===== config.mk =====
export PLATFORM = sky130hd
export DESIGN_NAME = fetch_hazard_ctrl
export DESIGN_NICKNAME = d
export VERILOG_FILES = /design/src/rtl/mips_ctrl_pkg.sv /design/src/rtl/fetch_hazard_ctrl_load_use_detect.sv /design/src/rtl/fetch_hazard_ctrl.sv
export SDC_FILE = /design/constraint.sdc
export NUM_CORES = 1
export LEC_CHECK = 0
export CORE_AREA = 8 8 45 47
export CTS_CLUSTER_SIZE = 10
export DETAILED_ROUTE_END_ITERATION = 8
export DIE_AREA = 0 0 53 55
export DONT_BUFFER_PORTS = 1
export PLACE_DENSITY = 0.67
export SETUP_SLACK_MARGIN = 0.4
export SKIP_LAST_GASP = 1
export SYNTH_ARGS = -nofsm -noshare
export SYNTH_HDL_FRONTEND = slang
export SYNTH_SLANG_ARGS = --single-unit
export TNS_END_PERCENT = 100

===== constraint.sdc =====
create_clock -name clk -period 2.71 [get_ports clk]
set_input_delay 0.4065 -clock clk [delete_from_list [all_inputs] [get_ports clk]]
set_output_delay 0.4065 -clock clk [all_outputs]
set_load 0.05 [all_outputs]

===== src/rtl/mips_ctrl_pkg.sv =====
// -----------------------------------------------------------------------------
// mips_ctrl_pkg
// Shared definitions for the 16-bit MIPS fetch/hazard control slice:
//   - state_e    : fetch sequencer state encoding (RUN/STALL/FLUSH/HALT)
//   - REG_W      : register index width (8 architectural registers)
//   - WORD_W     : datapath / performance counter width
//   - sat_inc()  : saturating increment used by the performance counters
// -----------------------------------------------------------------------------
package mips_ctrl_pkg;

    localparam int REG_W  = 3;
    localparam int WORD_W = 16;

    typedef enum logic [1:0] {
        ST_RUN   = 2'd0,
        ST_STALL = 2'd1,
        ST_FLUSH = 2'd2,
        ST_HALT  = 2'd3
    } state_e;

    // Increment that sticks at all-ones instead of wrapping to zero.
    function automatic logic [WORD_W-1:0] sat_inc(input logic [WORD_W-1:0] value);
        logic [WORD_W-1:0] result;
        if (value == {WORD_W{1'b1}}) begin
            result = value;
        end else begin
            result = value + {{(WORD_W-1){1'b0}}, 1'b1};
        end
        return result;
    endfunction

endpackage


===== src/rtl/fetch_hazard_ctrl_load_use_detect.sv =====
// -----------------------------------------------------------------------------
// load_use_detect
// Combinational load-use hazard comparator. Flags when the load currently in
// EX writes a register that the instruction in IF/ID reads.
// Ports:
//   ex_mem_read  in   EX instruction is a load
//   ex_rd        in   EX destination register
//   id_rs        in   IF/ID source register 1 (always read)
//   id_rt        in   IF/ID source register 2
//   id_uses_rt   in   IF/ID instruction actually reads id_rt
//   load_use     out  hazard detected
// Parameter R0_HARDWIRED=1 masks register 0, which is constant and can never
// carry a dependency.
// -----------------------------------------------------------------------------
module load_use_detect
    import mips_ctrl_pkg::*;
#(
    parameter int R0_HARDWIRED = 1
) (
    input  logic             ex_mem_read,
    input  logic [REG_W-1:0] ex_rd,
    input  logic [REG_W-1:0] id_rs,
    input  logic [REG_W-1:0] id_rt,
    input  logic             id_uses_rt,
    output logic             load_use
);

    logic rs_match_s;
    logic rt_match_s;
    logic rd_valid_s;

    // Register-match terms and the optional register-0 qualifier.
    always_comb begin
        rs_match_s = (ex_rd == id_rs);
        rt_match_s = id_uses_rt & (ex_rd == id_rt);
        if (R0_HARDWIRED != 0) begin
            rd_valid_s = (ex_rd != {REG_W{1'b0}});
        end else begin
            rd_valid_s = 1'b1;
        end
        load_use = ex_mem_read & rd_valid_s & (rs_match_s | rt_match_s);
    end

endmodule


===== src/rtl/fetch_hazard_ctrl.sv =====
// -----------------------------------------------------------------------------
// fetch_hazard_ctrl
// Sequences the 16-bit MIPS fetch stage: resolves load-use stalls, taken-branch
// flushes and halt/resume, and drives the fetch stage plus IF/ID and ID/EX
// pipeline-register controls. All control outputs are combinational from the
// registered state and the current inputs, so a decision acts in the cycle it
// is made.
// Ports:
//   clk, rst            clock (rising edge), synchronous active-high reset
//   id_rs, id_rt        IF/ID source registers, id_uses_rt qualifies id_rt
//   ex_mem_read, ex_rd  EX-stage load flag and destination register
//   ex_branch_tkn       EX branch resolved taken this cycle
//   halt_req, resume    halt request (level) and resume pulse
//   if_enable           fetch PC update enable
//   branch_enable       fetch selects PC+offset
//   ifid_hold/flush     IF/ID keeps value / loads NOP
//   idex_bubble         ID/EX loads NOP
//   stall_cnt/flush_cnt performance counters
// Build option: define HAZ_PERF_CNT_EN to implement the saturating performance
// counters; otherwise both counter outputs are tied to zero.
// cnt holds the number of frozen cycles still to spend in STALL/FLUSH,
// counting the current one; the RUN cycle that triggers the hazard is the
// first of the LOAD_STALL_CYCLES / FLUSH_CYCLES cycles.
// -----------------------------------------------------------------------------
module fetch_hazard_ctrl
    import mips_ctrl_pkg::*;
#(
    parameter int LOAD_STALL_CYCLES = 1,
    parameter int FLUSH_CYCLES      = 2,
    parameter int R0_HARDWIRED      = 1
) (
    input  logic              clk,
    input  logic              rst,
    input  logic [REG_W-1:0]  id_rs,
    input  logic [REG_W-1:0]  id_rt,
    input  logic              id_uses_rt,
    input  logic              ex_mem_read,
    input  logic [REG_W-1:0]  ex_rd,
    input  logic              ex_branch_tkn,
    input  logic              halt_req,
    input  logic              resume,
    output logic              if_enable,
    output logic              branch_enable,
    output logic              ifid_hold,
    output logic              ifid_flush,
    output logic              idex_bubble,
    output logic [WORD_W-1:0] stall_cnt,
    output logic [WORD_W-1:0] flush_cnt
);

    localparam logic [2:0] STALL_LOAD = 3'(LOAD_STALL_CYCLES - 1);
    localparam logic [2:0] FLUSH_LOAD = 3'(FLUSH_CYCLES - 1);

    state_e     state_q;
    state_e     state_d;
    logic [2:0] cnt_q;
    logic [2:0] cnt_d;
    logic       load_use_s;

    load_use_detect #(
        .R0_HARDWIRED (R0_HARDWIRED)
    ) u_load_use_detect (
        .ex_mem_read (ex_mem_read),
        .ex_rd       (ex_rd),
        .id_rs       (id_rs),
        .id_rt       (id_rt),
        .id_uses_rt  (id_uses_rt),
        .load_use    (load_use_s)
    );

    // State and countdown register.
    always_ff @(posedge clk) begin
        if (rst) begin
            state_q <= ST_RUN;
            cnt_q   <= 3'd0;
        end else begin
            state_q <= state_d;
            cnt_q   <= cnt_d;
        end
    end

    // Next-state logic; branch outranks load-use, which outranks halt.
    always_comb begin
        state_d = state_q;
        cnt_d   = cnt_q;
        case (state_q)
            ST_RUN: begin
                if (ex_branch_tkn) begin
                    if (FLUSH_CYCLES > 1) begin
                        state_d = ST_FLUSH;
                        cnt_d   = FLUSH_LOAD;
                    end else begin
                        state_d = ST_RUN;
                        cnt_d   = 3'd0;
                    end
                end else if (load_use_s) begin
                    // A single-cycle stall needs no STALL state: EX holds the
                    // bubble next cycle, so the hazard has cleared.
                    if (LOAD_STALL_CYCLES > 1) begin
                        state_d = ST_STALL;
                        cnt_d   = STALL_LOAD;
                    end else begin
                        state_d = ST_RUN;
                        cnt_d   = 3'd0;
                    end
                end else if (halt_req) begin
                    state_d = ST_HALT;
                    cnt_d   = 3'd0;
                end else begin
                    state_d = ST_RUN;
                    cnt_d   = 3'd0;
                end
            end
            ST_STALL, ST_FLUSH: begin
                // EX holds a bubble here, so a reported branch is spurious.
                if (cnt_q <= 3'd1) begin
                    state_d = ST_RUN;
                    cnt_d   = 3'd0;
                end else begin
                    state_d = state_q;
                    cnt_d   = cnt_q - 3'd1;
                end
            end
            ST_HALT: begin
                if (resume && !halt_req) begin
                    state_d = ST_RUN;
                end else begin
                    state_d = ST_HALT;
                end
                cnt_d = 3'd0;
            end
            default: begin
                state_d = ST_RUN;
                cnt_d   = 3'd0;
            end
        endcase
    end

    // Pipeline control outputs; reset forces NOPs into both pipeline registers.
    always_comb begin
        if_enable     = 1'b0;
        branch_enable = 1'b0;
        ifid_hold     = 1'b0;
        ifid_flush    = 1'b0;
        idex_bubble   = 1'b0;
        if (rst) begin
            ifid_flush  = 1'b1;
            idex_bubble = 1'b1;
        end else begin
            case (state_q)
                ST_RUN: begin
                    if (ex_branch_tkn) begin
                        if_enable     = 1'b1;
                        branch_enable = 1'b1;
                        ifid_flush    = 1'b1;
                        idex_bubble   = 1'b1;
                    end else if (load_use_s) begin
                        ifid_hold   = 1'b1;
                        idex_bubble = 1'b1;
                    end else if (halt_req) begin
                        ifid_hold = 1'b1;
                    end else begin
                        if_enable = 1'b1;
                    end
                end
                ST_STALL: begin
                    ifid_hold   = 1'b1;
                    idex_bubble = 1'b1;
                end
                ST_FLUSH: begin
                    if_enable   = 1'b1;
                    ifid_flush  = 1'b1;
                    idex_bubble = 1'b1;
                end
                ST_HALT: begin
                    ifid_hold = 1'b1;
                end
                default: begin
                    ifid_flush  = 1'b1;
                    idex_bubble = 1'b1;
                end
            endcase
        end
    end

`ifdef HAZ_PERF_CNT_EN
    logic [WORD_W-1:0] stall_cnt_q;
    logic [WORD_W-1:0] stall_cnt_d;
    logic [WORD_W-1:0] flush_cnt_q;
    logic [WORD_W-1:0] flush_cnt_d;
    logic              stall_inc_s;
    logic              flush_inc_s;

    // Counter update: the RUN cycle that detects a load-use counts as a stall.
    always_comb begin
        stall_inc_s = !rst && ((state_q == ST_STALL) ||
                      ((state_q == ST_RUN) && !ex_branch_tkn && load_use_s));
        flush_inc_s = !rst && ifid_flush;
        if (stall_inc_s) begin
            stall_cnt_d = sat_inc(stall_cnt_q);
        end else begin
            stall_cnt_d = stall_cnt_q;
        end
        if (flush_inc_s) begin
            flush_cnt_d = sat_inc(flush_cnt_q);
        end else begin
            flush_cnt_d = flush_cnt_q;
        end
    end

    // Performance counter registers.
    always_ff @(posedge clk) begin
        if (rst) begin
            stall_cnt_q <= {WORD_W{1'b0}};
            flush_cnt_q <= {WORD_W{1'b0}};
        end else begin
            stall_cnt_q <= stall_cnt_d;
            flush_cnt_q <= flush_cnt_d;
        end
    end

    assign stall_cnt = stall_cnt_q;
    assign flush_cnt = flush_cnt_q;
`else
    assign stall_cnt = {WORD_W{1'b0}};
    assign flush_cnt = {WORD_W{1'b0}};
`endif

endmodule


==> impl_metrics.prom <==
# TYPE chip_impl_metric gauge
chip_impl_metric{name="timing.critical_path.arrival",unit="ns"} 1.73
chip_impl_info{name="synth.largest_area_cell",value="buf_4"} 1
chip_impl_metric{name="synth_area",unit="um^2"} 696.9
chip_impl_metric{name="gp_congestion",unit=""} 0.8007
chip_impl_metric{name="detailedRoute.firstPassIterationCount",unit=""} 4
chip_impl_metric{name="post_synth_xor_area_fraction",unit="%"} 8.797
chip_impl_info{name="cts_tree",value="done"} 1
chip_impl_metric{name="yosysWarningCount",unit=""} 0
chip_impl_info{name="worstHoldPathType",value="input port to register"} 1
chip_impl_metric{name="drive_above_1_share",unit="%"} 10.64
chip_impl_metric{name="worst_path_largest_cell_delay",unit="ns"} 0.38
chip_impl_info{name="setup.worst_path.end_class",value="output pin"} 1
chip_impl_info{name="whs_endpoint",value="cnt_q[0]"} 1
chip_impl_metric{name="clock.fmax",unit="MHz"} 468.8
chip_impl_metric{name="core_area",unit="um^2"} 1384
chip_impl_metric{name="cts_sinks",unit=""} 5
chip_impl_info{name="post_synth_most_frequent_cells",value="buf_4, xnor2_1, inv_1"} 1
chip_impl_info{name="status",value="completed"} 1
chip_impl_metric{name="grt.overflow.total",unit=""} 0
chip_impl_metric{name="detail_route.wirelength.met1",unit="um"} 539
chip_impl_metric{name="post-dp-hpwl",unit="um"} 1285
chip_impl_info{name="timing_worst_setup_path_type",value="register to output pin"} 1
chip_impl_info{name="worst_setup_path_start_kind",value="register"} 1
chip_impl_info{name="synth_top_family_by_area",value="buffers and inverters"} 1
chip_impl_metric{name="detailroute.wirelength.met3",unit="um"} 192
chip_impl_metric{name="ir_drop",unit="mV"} 0.2139
chip_impl_metric{name="fillerInstances",unit=""} 156
chip_impl_info{name="synth_area_leaders",value="buf_4, dfxtp_1, ha_1"} 1
chip_impl_metric{name="yosys.area_share.simple",unit="%"} 12.21
chip_impl_metric{name="nets",unit=""} 116
chip_impl_metric{name="floorplan.io_pins",unit=""} 53
chip_impl_metric{name="area_growth",unit="%"} -8.259
chip_impl_metric{name="synth_compound_area_share",unit="%"} 16.70
chip_impl_metric{name="start_util",unit="%"} 50.36
chip_impl_metric{name="r2r_slack",unit="ns"} 1.18
chip_impl_metric{name="die_y",unit="um"} 55
chip_impl_metric{name="final.setup.tns",unit="ns"} 0
chip_impl_metric{name="ys_async_sr_fraction",unit="%"} 0
chip_impl_metric{name="post-route-drc-count",unit=""} 0
chip_impl_metric{name="drt-wirelength-per-cell",unit="um"} 13.38
chip_impl_metric{name="period_minus_slack",unit="ns"} 2.133
chip_impl_info{name="cts-root-buf",value="clkbuf_4"} 1
chip_impl_metric{name="placed_cells_incl_taps",unit=""} 106
chip_impl_metric{name="via_count",unit=""} 523
chip_impl_metric{name="post_synth_num_cell_types",unit=""} 29
chip_impl_info{name="commonest_register_cell_after_synthesis",value="dfxtp_1"} 1
chip_impl_metric{name="hold_vio_cnt_final",unit=""} 0
chip_impl_metric{name="worst-r2r-cell-count",unit=""} 6
chip_impl_metric{name="grtUsageTotal",unit="%"} 9.727
chip_impl_metric{name="final_cell_area",unit="um^2"} 639.4
chip_impl_metric{name="critPathMaxFanout",unit=""} 8
chip_impl_metric{name="final_core_area_utilization",unit="%"} 46.20
chip_impl_metric{name="yosysSeqAreaShare",unit="%"} 14.36
chip_impl_metric{name="syn_avg_cell_area",unit="um^2"} 7.744
chip_impl_metric{name="timing.critical_path.required",unit="ns"} 2.30
chip_impl_info{name="setup_repair_after_global_routing_missed_its_margin",value="false"} 1
chip_impl_metric{name="htreeDepth",unit=""} 1
chip_impl_metric{name="regArea",unit="um^2"} 100.1
chip_impl_metric{name="ys_seq_elements",unit=""} 5
chip_impl_metric{name="portBuffers",unit=""} 0
chip_impl_metric{name="floorplan.die.width",unit="um"} 53
chip_impl_metric{name="grt_pass1_wl",unit="um"} 2228
chip_impl_metric{name="antenna-diode-count",unit=""} 0
chip_impl_metric{name="routed_wirelength",unit="um"} 1472
chip_impl_metric{name="critical_path.n_buffers_inverters",unit=""} 2
chip_impl_metric{name="post_drt_via_cell_ratio",unit=""} 4.755
chip_impl_metric{name="finalClockSkew",unit="ns"} 0.001974
chip_impl_metric{name="number_of_buffers_created_by_cts",unit=""} 3
chip_impl_metric{name="antenna_found_initial",unit=""} 0
chip_impl_metric{name="synth_adder_area_share",unit="%"} 8.977
chip_impl_metric{name="wl_met2",unit="um"} 739
chip_impl_metric{name="hold-path-cell-count",unit=""} 1
chip_impl_metric{name="multiInputGateArea",unit="um^2"} 455.4
chip_impl_metric{name="drv_cap",unit=""} 0
chip_impl_info{name="critical_path.cell_chain",value="inv_1, ha_1, and2_1, o21ai_0, o41ai_2, buf_4"} 1
chip_impl_info{name="post-synth-top-count-cell",value="buf_4"} 1
chip_impl_metric{name="fin_crit_sh",unit="%"} 78.72
chip_impl_metric{name="synth_largest_type_area_fraction",unit="%"} 34.47
chip_impl_metric{name="cts.reportedPaths.clkPinSlew",unit="ns"} 0.05
chip_impl_info{name="holdCritStartpoint",value="rst"} 1
chip_impl_metric{name="first_iter_violations",unit=""} 3
chip_impl_info{name="route.top_layer_used",value="met3"} 1
chip_impl_metric{name="placed_area",unit="um^2"} 610.6
chip_impl_metric{name="cellLeakagePower",unit="uW"} 0.0002978
chip_impl_info{name="library_cell_contributing_the_largest_single_delay_on_the_critical_path",value="dfxtp_1"} 1
chip_impl_metric{name="setup-violations-final",unit=""} 0
chip_impl_info{name="r2r-start",value="state_q[0]"} 1
chip_impl_info{name="timing.rr.end",value="state_q[1]"} 1
chip_impl_metric{name="drtAntennaViolNets",unit=""} 0
chip_impl_metric{name="finish.cell_count_without_fillers",unit=""} 110
chip_impl_metric{name="post_synth_edffs",unit=""} 0
chip_impl_metric{name="synth_cells",unit=""} 90
chip_impl_info{name="cp_top_family",value="flip-flops"} 1
chip_impl_metric{name="multiplexer_fraction_of_the_synthesized_cell_area",unit="%"} 0
chip_impl_metric{name="rows",unit=""} 14
chip_impl_metric{name="clkLatencyLatePin",unit="ns"} 0.24
chip_impl_metric{name="slew_viol_final",unit=""} 0
chip_impl_metric{name="fin_total_pwr",unit="uW"} 362.7
chip_impl_metric{name="cellPowerDensity",unit="nW/um^2"} 567.3
chip_impl_metric{name="cts.path.max_buffers",unit=""} 2
chip_impl_metric{name="die_footprint",unit="um^2"} 2915
chip_impl_metric{name="postCtsSetupBuffers",unit=""} 0
chip_impl_metric{name="grt_max_degree",unit=""} 9
chip_impl_metric{name="first_global_vias",unit=""} 534
routing by layer:
metal | vias up | global-route usage, %
met5 | - | 0
met4 | 0 | 0
met3 | 0 | 6.417
met2 | 33 | 18.16
met1 | 246 | 9.271
li1 | 244 | -
metrics by stage:
stage                     setup WS, ns  hold slack, ns
after floorplan                 0.5412          0.4944
after global placement          0.7765          0.4774
after detailed placement        0.7521          0.4823
after CTS                       0.4716          0.2175
after global routing            0.4658          0.2183
final                           0.5768          0.2250
final cells by class:
cell class | count | share of cell area [%]
inverter | 6 | 3.523
timing repair buffer | 2 | 2.348
tap | 16 | 3.131
sequential | 5 | 15.66
clock buffer | 4 | 4.110
multi-input combinational | 77 | 71.23
repair_timing:
action                                  CTS  global route
endpoints found under the setup margin    0             2
hold endpoints to repair                  0             0
gates resized for setup                   0             2
hold buffers                              0             0
where the power goes:
part | switching (uW) | internal (uW)
Combinational | 160 | 32.9
Clock | 32.7 | 55.8
Sequential | 3.81 | 77.6
cell usage in the layout, fill, tap and decap left out, drive strengths merged, types with 2 or more instances in the layout:
| master | synthesis | routed |
|---|---|---|
| nor2 | 4 | 4 |
| o21ai | 6 | 6 |
| o21a | 2 | 2 |
| ha | 5 | 5 |
| conb | 1 | 32 |
| nand3 | 2 | 2 |
| inv | 6 | 6 |
| nand2 | 3 | 3 |
| clkbuf | 0 | 4 |
| xnor2 | 7 | 7 |
| dfxtp | 5 | 5 |
| buf | 33 | 2 |
| or3 | 2 | 2 |
| a21oi | 2 | 2 |
state kept, by name, indices dropped and copies added, names as in the netlist:
name     flops
cnt_q        3
state_q      2
worst max-delay path by stage:
stage               slack [ns]          end        from  depth (start not counted)
floorplan                 0.54    if_enable  state_q[1]                          4
global placement          0.78  idex_bubble  state_q[1]                          5
detailed placement        0.75  idex_bubble  state_q[1]                          5
CTS                       0.47  idex_bubble  state_q[1]                          5
global route              0.47    if_enable  state_q[1]                          6
finish                    0.58    if_enable  state_q[0]                          6
logic make-up after synthesis:
family / after synthesis
buffers and inverters: 39
AND/OR/NAND/NOR: 17
AO/OA/AOI/OAI: 16
XOR/XNOR: 7
adder cells (fa/ha/maj): 5
flip-flops: 5
other: 1
No activity file was read; power rests on OpenSTA's default activity.
